**config.mk**
```make
export PLATFORM = sky130hd
export DESIGN_NAME = pipe_stage_latch
export DESIGN_NICKNAME = d
export VERILOG_FILES = /design/src/rtl/pipe_stage_latch.sv
export SDC_FILE = /design/constraint.sdc
export NUM_CORES = 1
export LEC_CHECK = 0
export ABC_AREA = 1
export BUFFER_PORTS_ARGS = -buffer_cell sky130_fd_sc_hd__clkbuf_2
export CELL_PAD_IN_SITES_DETAIL_PLACEMENT = 0
export CELL_PAD_IN_SITES_GLOBAL_PLACEMENT = 1
export CORE_UTILIZATION = 40
export DETAILED_ROUTE_END_ITERATION = 10
export HOLD_SLACK_MARGIN = 0.05
export PLACE_DENSITY = 0.79
export SLEW_MARGIN = 10
export SYNTH_ARGS = -nofsm -noshare
export SYNTH_HDL_FRONTEND = slang
export SYNTH_SLANG_ARGS = --single-unit
```
**constraint.sdc**
```tcl
create_clock -name clock -period 1.9 [get_ports clock]
set_input_delay 0.19 -clock clock [delete_from_list [all_inputs] [get_ports clock]]
set_output_delay 0.19 -clock clock [all_outputs]
set_load 0.02 [all_outputs]
```
**src/rtl/pipe_stage_latch.sv**
```systemverilog
// pipe_stage_latch: flow-controlled inter-stage pipeline register.
// Carries instruction, PC, PC+4 and two operands between two stages. It uses a
// valid/ready handshake, supports flush-to-bubble, and can add an optional
// 2-entry skid buffer. All state changes on the falling clock edge, the same
// edge the fixed stage latches it replaces use.
module pipe_stage_latch #(
   parameter int              XLEN = 32,
   parameter int              PC_W = 12,
   parameter logic [XLEN-1:0] NOP  = XLEN'(32'h00000013),
   parameter bit              SKID = 1'b1
) (
   input  logic            clock,
   input  logic            reset,
   input  logic            flush,
   input  logic            in_valid,
   output logic            in_ready,
   input  logic [XLEN-1:0] in_insn,
   input  logic [PC_W-1:0] in_pc,
   input  logic [PC_W-1:0] in_pc_plus,
   input  logic [XLEN-1:0] in_a,
   input  logic [XLEN-1:0] in_b,
   output logic            out_valid,
   input  logic            out_ready,
   output logic [XLEN-1:0] out_insn,
   output logic [PC_W-1:0] out_pc,
   output logic [PC_W-1:0] out_pc_plus,
   output logic [XLEN-1:0] out_a,
   output logic [XLEN-1:0] out_b,
   output logic [1:0]      count
);

   // One complete stage payload. Head and skid entries share this layout, so
   // moving an entry is a single assignment.
   typedef struct packed {
      logic [XLEN-1:0] insn;
      logic [PC_W-1:0] pc;
      logic [PC_W-1:0] pcPlus;
      logic [XLEN-1:0] a;
      logic [XLEN-1:0] b;
   } payload_t;

   // Occupancy states. The encoding is the entry count, so count_q and
   // state_q always move together.
   typedef enum logic [1:0] {
      EMPTY = 2'd0,
      ONE   = 2'd1,
      TWO   = 2'd2
   } state_t;

   localparam payload_t RESET_PAYLOAD = '{
      insn:   NOP,
      pc:     '0,
      pcPlus: '0,
      a:      '0,
      b:      '0
   };

   state_t   state_q;
   payload_t head_q;
   payload_t skid_q;
   logic     outValid_q;
   logic     inReady_q;
   logic [1:0] count_q;

   payload_t inPayload;
   logic     accept;
   logic     consume;

   assign inPayload = '{
      insn:   in_insn,
      pc:     in_pc,
      pcPlus: in_pc_plus,
      a:      in_a,
      b:      in_b
   };

   // The skid build registers in_ready so upstream never sees a combinational
   // path from out_ready. The single-entry build must let a consume and an
   // accept happen on the same edge, so its ready looks at out_ready directly.
   // In the single-entry build, ONE -> TWO cannot occur: an accept in ONE
   // requires out_ready, and therefore a consume on the same edge.
   assign in_ready = SKID ? inReady_q : (~outValid_q | out_ready);
   assign accept   = in_valid & in_ready;
   assign consume  = outValid_q & out_ready;

   // Occupancy FSM and entry storage. Flush only drops the valid state. The
   // head payload register keeps its value, so the non-instruction outputs
   // remain stable after a flush.
   always_ff @(negedge clock or negedge reset) begin
      if (!reset) begin
         state_q    <= EMPTY;
         head_q     <= RESET_PAYLOAD;
         skid_q     <= '0;
         outValid_q <= 1'b0;
         inReady_q  <= 1'b1;
         count_q    <= 2'd0;
      end else if (flush) begin
         state_q    <= EMPTY;
         outValid_q <= 1'b0;
         inReady_q  <= 1'b1;
         count_q    <= 2'd0;
      end else begin
         case (state_q)
            EMPTY: begin
               if (accept) begin
                  head_q     <= inPayload;
                  state_q    <= ONE;
                  outValid_q <= 1'b1;
                  inReady_q  <= 1'b1;
                  count_q    <= 2'd1;
               end
            end
            ONE: begin
               if (accept && !consume) begin
                  skid_q     <= inPayload;
                  state_q    <= TWO;
                  outValid_q <= 1'b1;
                  inReady_q  <= 1'b0;
                  count_q    <= 2'd2;
               end else if (consume && !accept) begin
                  state_q    <= EMPTY;
                  outValid_q <= 1'b0;
                  inReady_q  <= 1'b1;
                  count_q    <= 2'd0;
               end else if (consume && accept) begin
                  head_q     <= inPayload;
               end
            end
            TWO: begin
               if (consume) begin
                  head_q     <= skid_q;
                  state_q    <= ONE;
                  outValid_q <= 1'b1;
                  inReady_q  <= 1'b1;
                  count_q    <= 2'd1;
               end
            end
            default: begin
               state_q    <= EMPTY;
               outValid_q <= 1'b0;
               inReady_q  <= 1'b1;
               count_q    <= 2'd0;
            end
         endcase
      end
   end

   // When the head is not valid, the instruction output shows a bubble, so
   // downstream decode never acts on a stale instruction.
   assign out_valid   = outValid_q;
   assign out_insn    = outValid_q ? head_q.insn : NOP;
   assign out_pc      = head_q.pc;
   assign out_pc_plus = head_q.pcPlus;
   assign out_a       = head_q.a;
   assign out_b       = head_q.b;
   assign count       = count_q;

endmodule
```
==> run summary, run 1 <==
Status - complete, but fails checks
Primary FF master, synth - dfrtn_1
Mapped cell area - 11800 sq um
CP Buf/Inv Count - 3
Top cells by count, synth - 478 x nand2_1, 240 x dfrtn_1, 170 x o21ai_0
Grt ovf - 0
Clock root cell - clkbuf_16
Insertion delay to the later sink of the worst-skew pair - 580 ps
Tot GR Track Use - 20.0%
CP arrival - 2430 ps
IO Count - 249
Routed via count - 9826
Initial antenna violation count - 1
Synth Register Bits - 244
NumNets Final - 1825
Via-per-instance ratio - 4.66
Most area-consuming cells after synthesis - dfrtn_1 51%, nand2_1 15%, o21ai_0 7.2%
Peak supply drop - 725 uV
Synth area leader - dfrtn_1
Post-DRT Antenna Nets - 0
Clk buf depth - 3
DIE HEIGHT - 174 um
Critical path class - flop to output pin
Gate Count Post-Synth - 1494
Yosys warns - 0
RSZ-0062 raised after global routing - true
H-tree depth - 1
Syn Nets - 1619
Failing checks - negative setup slack
Crit-path leading delay family - flip-flops
IO buf count - 248
DP Worst Slack - -487 ps
Synth top area share - 51.0%
Largest net degree at the start of global routing - 140
Crit-path cells - buf_6 > nand2_1 > inv_2 > clkbuf_8
Final Hold Viols - 0
Syn Area/Cell - 7.88 sq um
Fraction of registers with async set/reset - 100%
Die X - 174 um
MaxCap Viol Count - 0
Crit-path max cell delay - 470 ps
Num rows - 62
Die area - 30100 sq um
Initial Util - 40.8%
Top-count cell post-synth - nand2_1
PwrDens - 1620 nW/um^2
Worst setup EP type - output pin
Wirelength per Cell - 14.2 um
DR pass1 iterations - 5
LEAKAGE - 0.00843 uW
Unique masters post-synth - 20
Vias in the first global route - 9620
Post-detail-place hpwl - 19600 um
Gpl congestion - 0.783
Sequential area share after synthesis - 51.9%
Critical-path top delay cell - dfrtn_1
Setup WS post-layout - -725 ps
Area Overhead vs Synth - 32.1%
Final Setup Violations - 124
Layout cells sized above 1 - 26.1%
Number of synthesized flops with an enable pin - 0
# hold bufs at CTS - 0
Slew margin rel. - 65.7%
Reg clk slew, reported paths - 40 ps
Placeable Area - 28900 sq um
Required @ worst endpoint - 1710 ps
Tot Pwr - 25200 uW
Drt initial violations - 614
Fin. max-slew vios - 0
Clock skew - 58.3 ps
Num CTS Buffers - 28
CTS sink cnt - 244
DRC errors left - 0
CTS tree - done
Total Routed Length - 29900 um
Global-route wire length before repair - 49300 um
FILL cells - 2675
Critical path launch point type - flop
Worst-path fanout max - 12
Slew @ Worst Pin - 514 ps
Worst min-delay path category - input pin to asynchronous set/reset pin
-- sequential cells by signal (all words and copies together), names as in the netlist --
name,flops
in_ready,1
out_pc_plus,12
skid_q,120
out_b,32
count,2
out_pc,12
head_q,32
out_valid,1
out_a,32
-- routing by layer --
| layer | GRT usage [%] | part of all wire (%) | vias up |
|---|---|---|---|
| met5 | 0 | 0 | - |
| met4 | 6.27 | 2.3 | 0 |
| met3 | 3.36 | 5.2 | 47 |
| met2 | 32.5 | 47 | 229 |
| met1 | 27.1 | 45 | 4571 |
| li1 | - | - | 4979 |
-- worst reg2reg max path, delay by kind of cell (launching register included) --
kind	cells	cell delay, ps
flip-flops	1	470
buffers and inverters	3	520
AND/OR/NAND/NOR	7	720
-- cell type report --
class | instances | area [sq um] | area share, %
flip-flops and latches | 244 | 6110 | 39.3
multi-input cells | 907 | 3950 | 25.4
repair buffers | 356 | 3460 | 22.3
clock buffers | 45 | 876 | 5.63
inverters | 159 | 602 | 3.87
well taps | 384 | 480 | 3.09
clock inverters | 11 | 58.8 | 0.378
diodes | 1 | 2.50 | 0.0161
-- kinds of logic after synthesis --
kind of cell	count (synthesis)	share of synthesized area [%]
flops	244	51.9
simple gates	663	22.7
compound gates	244	10.4
buf+inv	343	15.0
-- cell usage in the layout, fill, tap and decap left out, drive strengths merged --
cell type and count:
nand4 3, nand2 480, clkinvlp 3, diode 1
clkbuf 281, inv 164, nor2 56, o21ai 191
buf 120, a21oi 53, dfstp 4, dfrtn 240
nand3 124, clkinv 3
-- repair_timing --
action / CTS / global route
buffers inserted: 25 / 27
endpoints found under the setup margin: 124 / 243
gates cloned: 1 / 0
gates resized for setup: 236 / 14
pin swaps: 0 / 1
-- worst paths after layout --
kind,startpoint,endpoint,slack (ps),cells after the start
max,out_valid,out_insn[24],-720,4
min,reset,head_q[100],400,1
max reg2reg,out_valid,out_b[6],30,10
min reg2reg,head_q[109],head_q[109],410,2
max in group asynchronous,reset,skid_q[108],920,2
min in group clock,head_q[109],head_q[109],410,2
-- per-stage QoR --
stage	area, sq um	instances	util [%]	setup TNS, ps	hold WS [ps]
2_1_floorplan	11900	1494	-	-44730	403
3_3_place_gp	13200	2001	45.6	-106310	414
3_5_place_dp	13200	2001	45.6	-111220	418
4_1_cts	15400	2081	53.2	-58640	394
5_1_grt	15500	2107	53.9	-65130	408
6_report	15500	2107	53.9	-54700	404
-- report_power, final --
part / switching, uW / internal, uW / total (uW)
Clock: 2170 / 3150 / 5320
Sequential: 1340 / 7830 / 9170
Combinational: 5610 / 5090 / 10700
(Power assumes the default switching activity.)
==> inputs of run 2 (changes only) <==
Settings changed: ABC_AREA 1 to not set, CORE_MARGIN set to 4, CORE_UTILIZATION 40 to 45.
==> run summary, run 2 <==
Combinational power share - 40.7% (-1.8 points)
Peak supply drop - 876 uV (+21%)
Clock skew - 60.4 ps (+2.13 ps)
Sequential area share after synthesis - 51.0% (-0.96 points)
Mapped cell area - 12000 sq um (+1.9%)
Failing checks - negative setup slack
Post-detail-place hpwl - 18200 um (-7.1%)
R2R Path Start - out_valid
R2R depth - 8 (-2)
Synth top area share - 50.1% (-0.95 points)
Clock Power Share - 21.1% (about the same)
IO buf count - 248 (unchanged)
Synth Register Bits - 244 (unchanged)
Fraction of registers with async set/reset - 100% (unchanged)
RSZ-0062 raised after global routing - true
Seq pwr share - 38.2% (+1.8 points)
M3 GR Usage - 5.06% (+1.7 points)
# hold bufs at CTS - 0 (unchanged)
FILL cells - 1866 (-30%)
Global-route wire length before repair - 43400 um (-12%)
Total Routed Length - 28700 um (-4.0%)
Syn Area/Cell - 15.1 sq um (+92%)
Num CTS Buffers - 27 (-3.6%)
Yosys warns - 0 (unchanged)
MaxCap Viol Count - 0 (unchanged)
Primary FF master, synth - dfrtn_1
Critical path launch point type - flop
Worst min-delay path category - input pin to asynchronous set/reset pin
Via-per-instance ratio - 4.99 (+6.9%)
Die area - 29300 sq um (-2.6%)
Diode count - 0 (-1)
Synth area leader - dfrtn_1
Slew margin rel. - 71.6% (+5.9 points)
Wirelength per Cell - 19.9 um (+40%)
Top-count cell post-synth - mux2_2
Commonest non-fill, non-tap cell in the layout - dfrtn_1
Grt ovf - 0 (unchanged)
Worst-path fanout max - 16 (+4)
Unique masters post-synth - 30 (+50%)
Switching part of the total - 28.8% (-7.4 points)
Worst setup EP type - output pin
Insertion delay to the later sink of the worst-skew pair - 590 ps (about the same)
Slew @ Worst Pin - 426 ps (-88.6 ps)
Initial antenna violation count - 0 (-1)
Critical path class - flop to output pin
Required @ worst endpoint - 1710 ps (about the same)
Max FFs per register - 120 (unchanged)
Setup WS post-layout - -757 ps (-31.9 ps)
Num rows - 59 (-4.8%)
Clock root cell - clkbuf_16
CTS tree - done
Setup TNS - -98470 ps (-43770 ps)
M2 GR Usage - 29.2% (-3.3 points)
Int Power - 17500 uW (+8.8%)
Grt met1 use - 25.2% (-1.9 points)
Tot GR Track Use - 18.3% (-1.7 points)
Layout cells sized above 1 - 75.9% (+50 points)
Status - complete, but fails checks
Most area-consuming cells after synthesis - dfrtn_1 50%, mux2_2 24%, mux2_4 11%
Top cells by count, synth - 260 x mux2_2, 240 x dfrtn_1, 90 x buf_4, 90 x mux2_4, 29 x and2_1
Placeable Area - 26100 sq um (-9.4%)
Psw - 7070 uW (-22%)
Largest net degree at the start of global routing - 41 (-71%)
Most flops, register - skid_q
R2R setup slack - -280 ps (-310 ps)
Gpl congestion - 0.767 (-2.1%)
Fin. max-slew vios - 0 (unchanged)
H-tree depth - 1 (unchanged)
LEAKAGE - 0.00815 uW (-3.3%)
Most frequent cells in the layout - 240 x dfrtn_1, 200 x mux2_4, 160 x mux2_2
Reg area - 6110 sq um (unchanged)
Drt initial violations - 244 (-60%)
Final Setup Violations - 364 (+190%)
Area Overhead vs Synth - 39.8%
Initial Util - 45.9% (+5.1 points)
Final Hold Viols - 0 (unchanged)
GRT Max-Usage Layer - met2
Gate Count Post-Synth - 793 (-47%)
Multi-input gate area - 5280 sq um (+34%)
CTS sink cnt - 244 (unchanged)
DR pass1 iterations - 4 (-1)
Number of synthesized flops with an enable pin - 0 (unchanged)
Clk buf depth - 3 (unchanged)
DRC errors left - 0 (unchanged)
NumNets Final - 1219 (-33%)
Reg2Reg Capture Point - out_a[23]
DP Worst Slack - -755 ps (-269 ps)
Die X - 171 um (-1.3%)
Reg clk slew, reported paths - 50 ps (about the same)
Post-DRT Antenna Nets - 0 (unchanged)
CP arrival - 2470 ps (+40 ps)
Vias in the first global route - 7916 (-18%)
PwrDens - 1460 nW/um^2 (-9.6%)
Syn Nets - 918 (-43%)
Routed via count - 7195 (-27%)
IO Count - 249 (unchanged)
DIE HEIGHT - 171 um (-1.3%)
[run 2: worst max path at each step]
stage	startpoint	to	slack (ps)	cells after the start
after global routing	out_valid	out_insn[11]	-830	3
after detailed placement	flush	out_a[23]	-760	6
after CTS	out_valid	out_insn[3]	-790	3
final	out_valid	out_insn[11]	-760	3
after global placement	out_ready	skid_q[60]	-720	7
after floorplan	flush	head_q[100]	-440	5
[run 2: cells by family (layout without fill, tap and decap cells)]
logic type / after synthesis / after routing / synth area share, %
buffers and inverters: 133 / 448 / 9.23
AND/OR/NAND/NOR: 46 / 46 / 2.42
flip-flops: 244 / 244 / 51.0
multiplexers: 360 / 360 / 36.6
AO/OA/AOI/OAI: 10 / 10 / 0.772
[run 2: layout make-up]
type                       instances  area share, %
sequential                       244           36.4
multi-input combinational        416           31.5
timing repair buffer             401           24.4
clock buffer                      35           4.47
tap                              335           2.50
clock inverter                    12          0.687
[run 2: power by group through the flow]
stage | sequential (uW) | combinational (uW) | clock (uW)
2_1_floorplan | 8780 | 6860 | 16.4
4_1_cts | 9310 | 9650 | 5300
3_3_place_gp | 9170 | 7410 | 16.4
5_1_grt | 9640 | 10500 | 5500
3_5_place_dp | 9210 | 7580 | 16.4
6_report | 9380 | 9990 | 5170
[run 2: what timing repair did]
item,CTS,global route
resized for setup,250,25
pin swaps,3,3
cloned,2,7
buffers inserted,42,25
endpoints found under the setup margin,362,363
[run 2: layer usage]
layer  vias up  wire length, um
li1       3295                -
met1      3652            12900
met2       213            13300
met3        35             1890
met4         0              584
met5         -                0
[run 2: worst max-delay path, stage by stage, from the launching register on]
cell and delay [ps]:
dfrtn_1 490, buf_12 180, and2_2 170, clkbuf_8 140
[run 2: metrics by stage]
step           cells  util, %  power [uW]  hold slack [ps]  cell area, sq um
6_report        1443     64.2       24500              405             16800
5_1_grt         1443     64.2       25700              408             16800
4_1_cts         1411     62.5       24300              403             16300
3_5_place_dp    1321     53.6       16800              447             14000
3_3_place_gp    1321     53.6       16600              441             14000
2_1_floorplan    793        -       15700              433             12500
==> inputs of run 3 (changes only) <==
Settings changed: ABC_AREA set to 1, CORE_UTILIZATION 45 to 40.
==> run summary, run 3 (synthesized netlist as in run 1, its figures left out) <==
Slew margin rel. - 66.8% (-4.8 points)
Layout cells sized above 1 - 28.1% (-48 points)
NumNets Final - 1839 (+51%)
Routed via count - 9996 (+39%)
Most flops, register - skid_q
Wirelength per Cell - 15.5 um (-22%)
Max FFs per register - 120 (unchanged)
Crit-path cells - buf_6 > clkbuf_16 > nand2_2 > inv_2 > buf_8
Crit-path leading delay family - buffers and inverters
Largest net degree at the start of global routing - 122 (+200%)
Final Hold Viols - 0 (unchanged)
Setup TNS - -55470 ps (+43010 ps)
Slew @ Worst Pin - 498 ps (+72.7 ps)
PwrDens - 1630 nW/um^2 (+11%)
Total Routed Length - 32800 um (+14%)
Worst setup EP type - output pin
Final Setup Violations - 124 (-66%)
Failing checks - negative setup slack
CP arrival - 2440 ps (-30 ps)
Seq pwr share - 35.6% (-2.6 points)
Hold_ws - 342 ps (-63.5 ps)
Critical-path top delay cell - dfrtn_1
Drt initial violations - 616 (+150%)
Critical path class - flop to output pin
Uppermost layer routed - met5
MaxCap Viol Count - 0 (unchanged)
H-tree depth - 1 (unchanged)
Clock root cell - clkbuf_16
# hold bufs at CTS - 0 (unchanged)
Post-DRT Antenna Nets - 0 (unchanged)
Vias in the first global route - 9442 (+19%)
IO Count - 249 (unchanged)
Switching part of the total - 36.7% (+7.9 points)
LEAKAGE - 0.00871 uW (+6.9%)
Clock skew - 54.8 ps (-5.62 ps)
Die area - 32200 sq um (+9.9%)
Clock Power Share - 20.6% (-0.5 points)
Met3 Wirelength - 1840 um (-2.4%)
Status - complete, but fails checks
Utilization after layout - 55.5% (-8.7 points)
Critical path launch point type - flop
Crit-path max cell delay - 420 ps (-70 ps)
RSZ-0062 raised after global routing - true
Peak supply drop - 766 uV (-13%)
Placed cell areas - 13200 sq um (-6.0%)
CP Buf/Inv Count - 4 (+2)
Worst min-delay path category - input pin to asynchronous set/reset pin
Die X - 180 um (+4.8%)
Fin. max-slew vios - 0 (unchanged)
Combinational power share - 43.8% (+3.1 points)
Final instance area - 16000 sq um (-4.6%)
Tot GR Track Use - 18.3% (+0.018 points)
IO buf count - 248 (unchanged)
DIE HEIGHT - 180 um (+4.8%)
Commonest non-fill, non-tap cell in the layout - nand2_1
Met2 routed WL - 16000 um (+20%)
Setup WS post-layout - -732 ps (+24.9 ps)
Global-route wire length before repair - 49900 um (+15%)
DR pass1 iterations - 5 (+1)
Psw - 9540 uW (+35%)
Num CTS Buffers - 28 (+3.7%)
Clk buf depth - 3 (unchanged)
Initial antenna violation count - 2 (+2)
Setup crit start - out_valid
Post-detail-place hpwl - 19900 um (+9.6%)
R2R Path Start - out_valid
Placeable Area - 28900 sq um (+10%)
Gpl congestion - 0.782 (+1.9%)
Num rows - 62 (+5.1%)
Initial Util - 40.8% (-5.1 points)
CTS sink cnt - 244 (unchanged)
Required @ worst endpoint - 1710 ps (about the same)
CTS tree - done
Worst-path fanout max - 5 (-11)
Area Overhead vs Synth - 36.0%
Insertion delay to the later sink of the worst-skew pair - 580 ps (about the same)
Via-per-instance ratio - 4.71 (-5.5%)
DRC errors left - 0 (unchanged)
Most frequent cells in the layout - 452 x nand2_1, 240 x dfrtn_1, 170 x o21ai_0
Int Power - 16500 uW (-5.8%)
Reg clk slew, reported paths - 40 ps (about the same)
Grt ovf - 0 (unchanged)
Wl on met1 - 14500 um (+12%)
## run 3: changes by cell type in the layout (fill, tap and decap cells not counted), moves of 28 or more
cell | previous run | this run
a21oi_1 | 1 | 53
and2_2 | 28 | 0
o21ai_0 | 1 | 170
inv_1 | 4 | 129
mux2_4 | 200 | 0
inv_2 | 0 | 28
nor2_1 | 1 | 53
mux2_2 | 160 | 0
nand3_1 | 0 | 124
nand2_1 | 1 | 452
## run 3: worst paths after layout
kind | endpoint | slack, ps | depth (start not counted)
worst min-delay path | out_a[18] | 340 | 1
worst max register to register | head_q[90] | 20 | 12
min in group clock | head_q[112] | 420 | 2
worst min register to register | head_q[112] | 420 | 2
max in group asynchronous | out_a[31] | 930 | 3
worst max-delay path | out_insn[7] | -730 | 5
## run 3: metrics by stage
step / setup slack (ps) / power [uW] / std cells
after floorplan: -204 / 15700 / 1494
after global placement: -492 / 17200 / 1999
after detailed placement: -508 / 17400 / 1999
after CTS: -752 / 25000 / 2079
after global routing: -786 / 27800 / 2121
final: -732 / 26000 / 2121
## run 3: per-layer routing
metal,vias to the layer above,global-route usage (%)
li1,5010,-
met1,4698,24.8
met2,248,30.2
met3,38,4.35
met4,2,3.90
met5,-,0
## run 3: layout make-up
type / instances / area [sq um]
inverter: 159 / 612
sequential: 244 / 6110
fill: 2623 / 12900
timing repair buffer: 370 / 3800
antenna: 1 / 2.50
clock buffer: 39 / 823
clock inverter: 17 / 104
tap: 384 / 480
multi-input combinational: 907 / 4070
## run 3: worst reg2reg max path, stage by stage, from the launching register on
cell,delay [ps]
dfrtn_1,420
buf_4,130
buf_12,120
buf_4,120
nand2_4,50
inv_4,80
nand2_4,60
o21ai_4,190
nand2_4,80
buf_12,160
clkbuf_16,200
nand2_1,80
nand2_1,50
## run 3: repair_timing
action / in CTS / in global routing
gates cloned: 1 / 8
pin swaps: 0 / 4
setup buffers: 24 / 33
gates resized for setup: 243 / 80
setup endpoints to repair: 124 / 142
## run 3: power by group through the flow
stage          logic, uW  clock network (uW)  registers [uW]
5_1_grt            12500                5760            9550
2_1_floorplan       6920                16.4            8780
6_report           11400                5350            9270
4_1_cts            10300                5490            9140
3_3_place_gp        8150                16.4            9040
3_5_place_dp        8310                16.4            9080
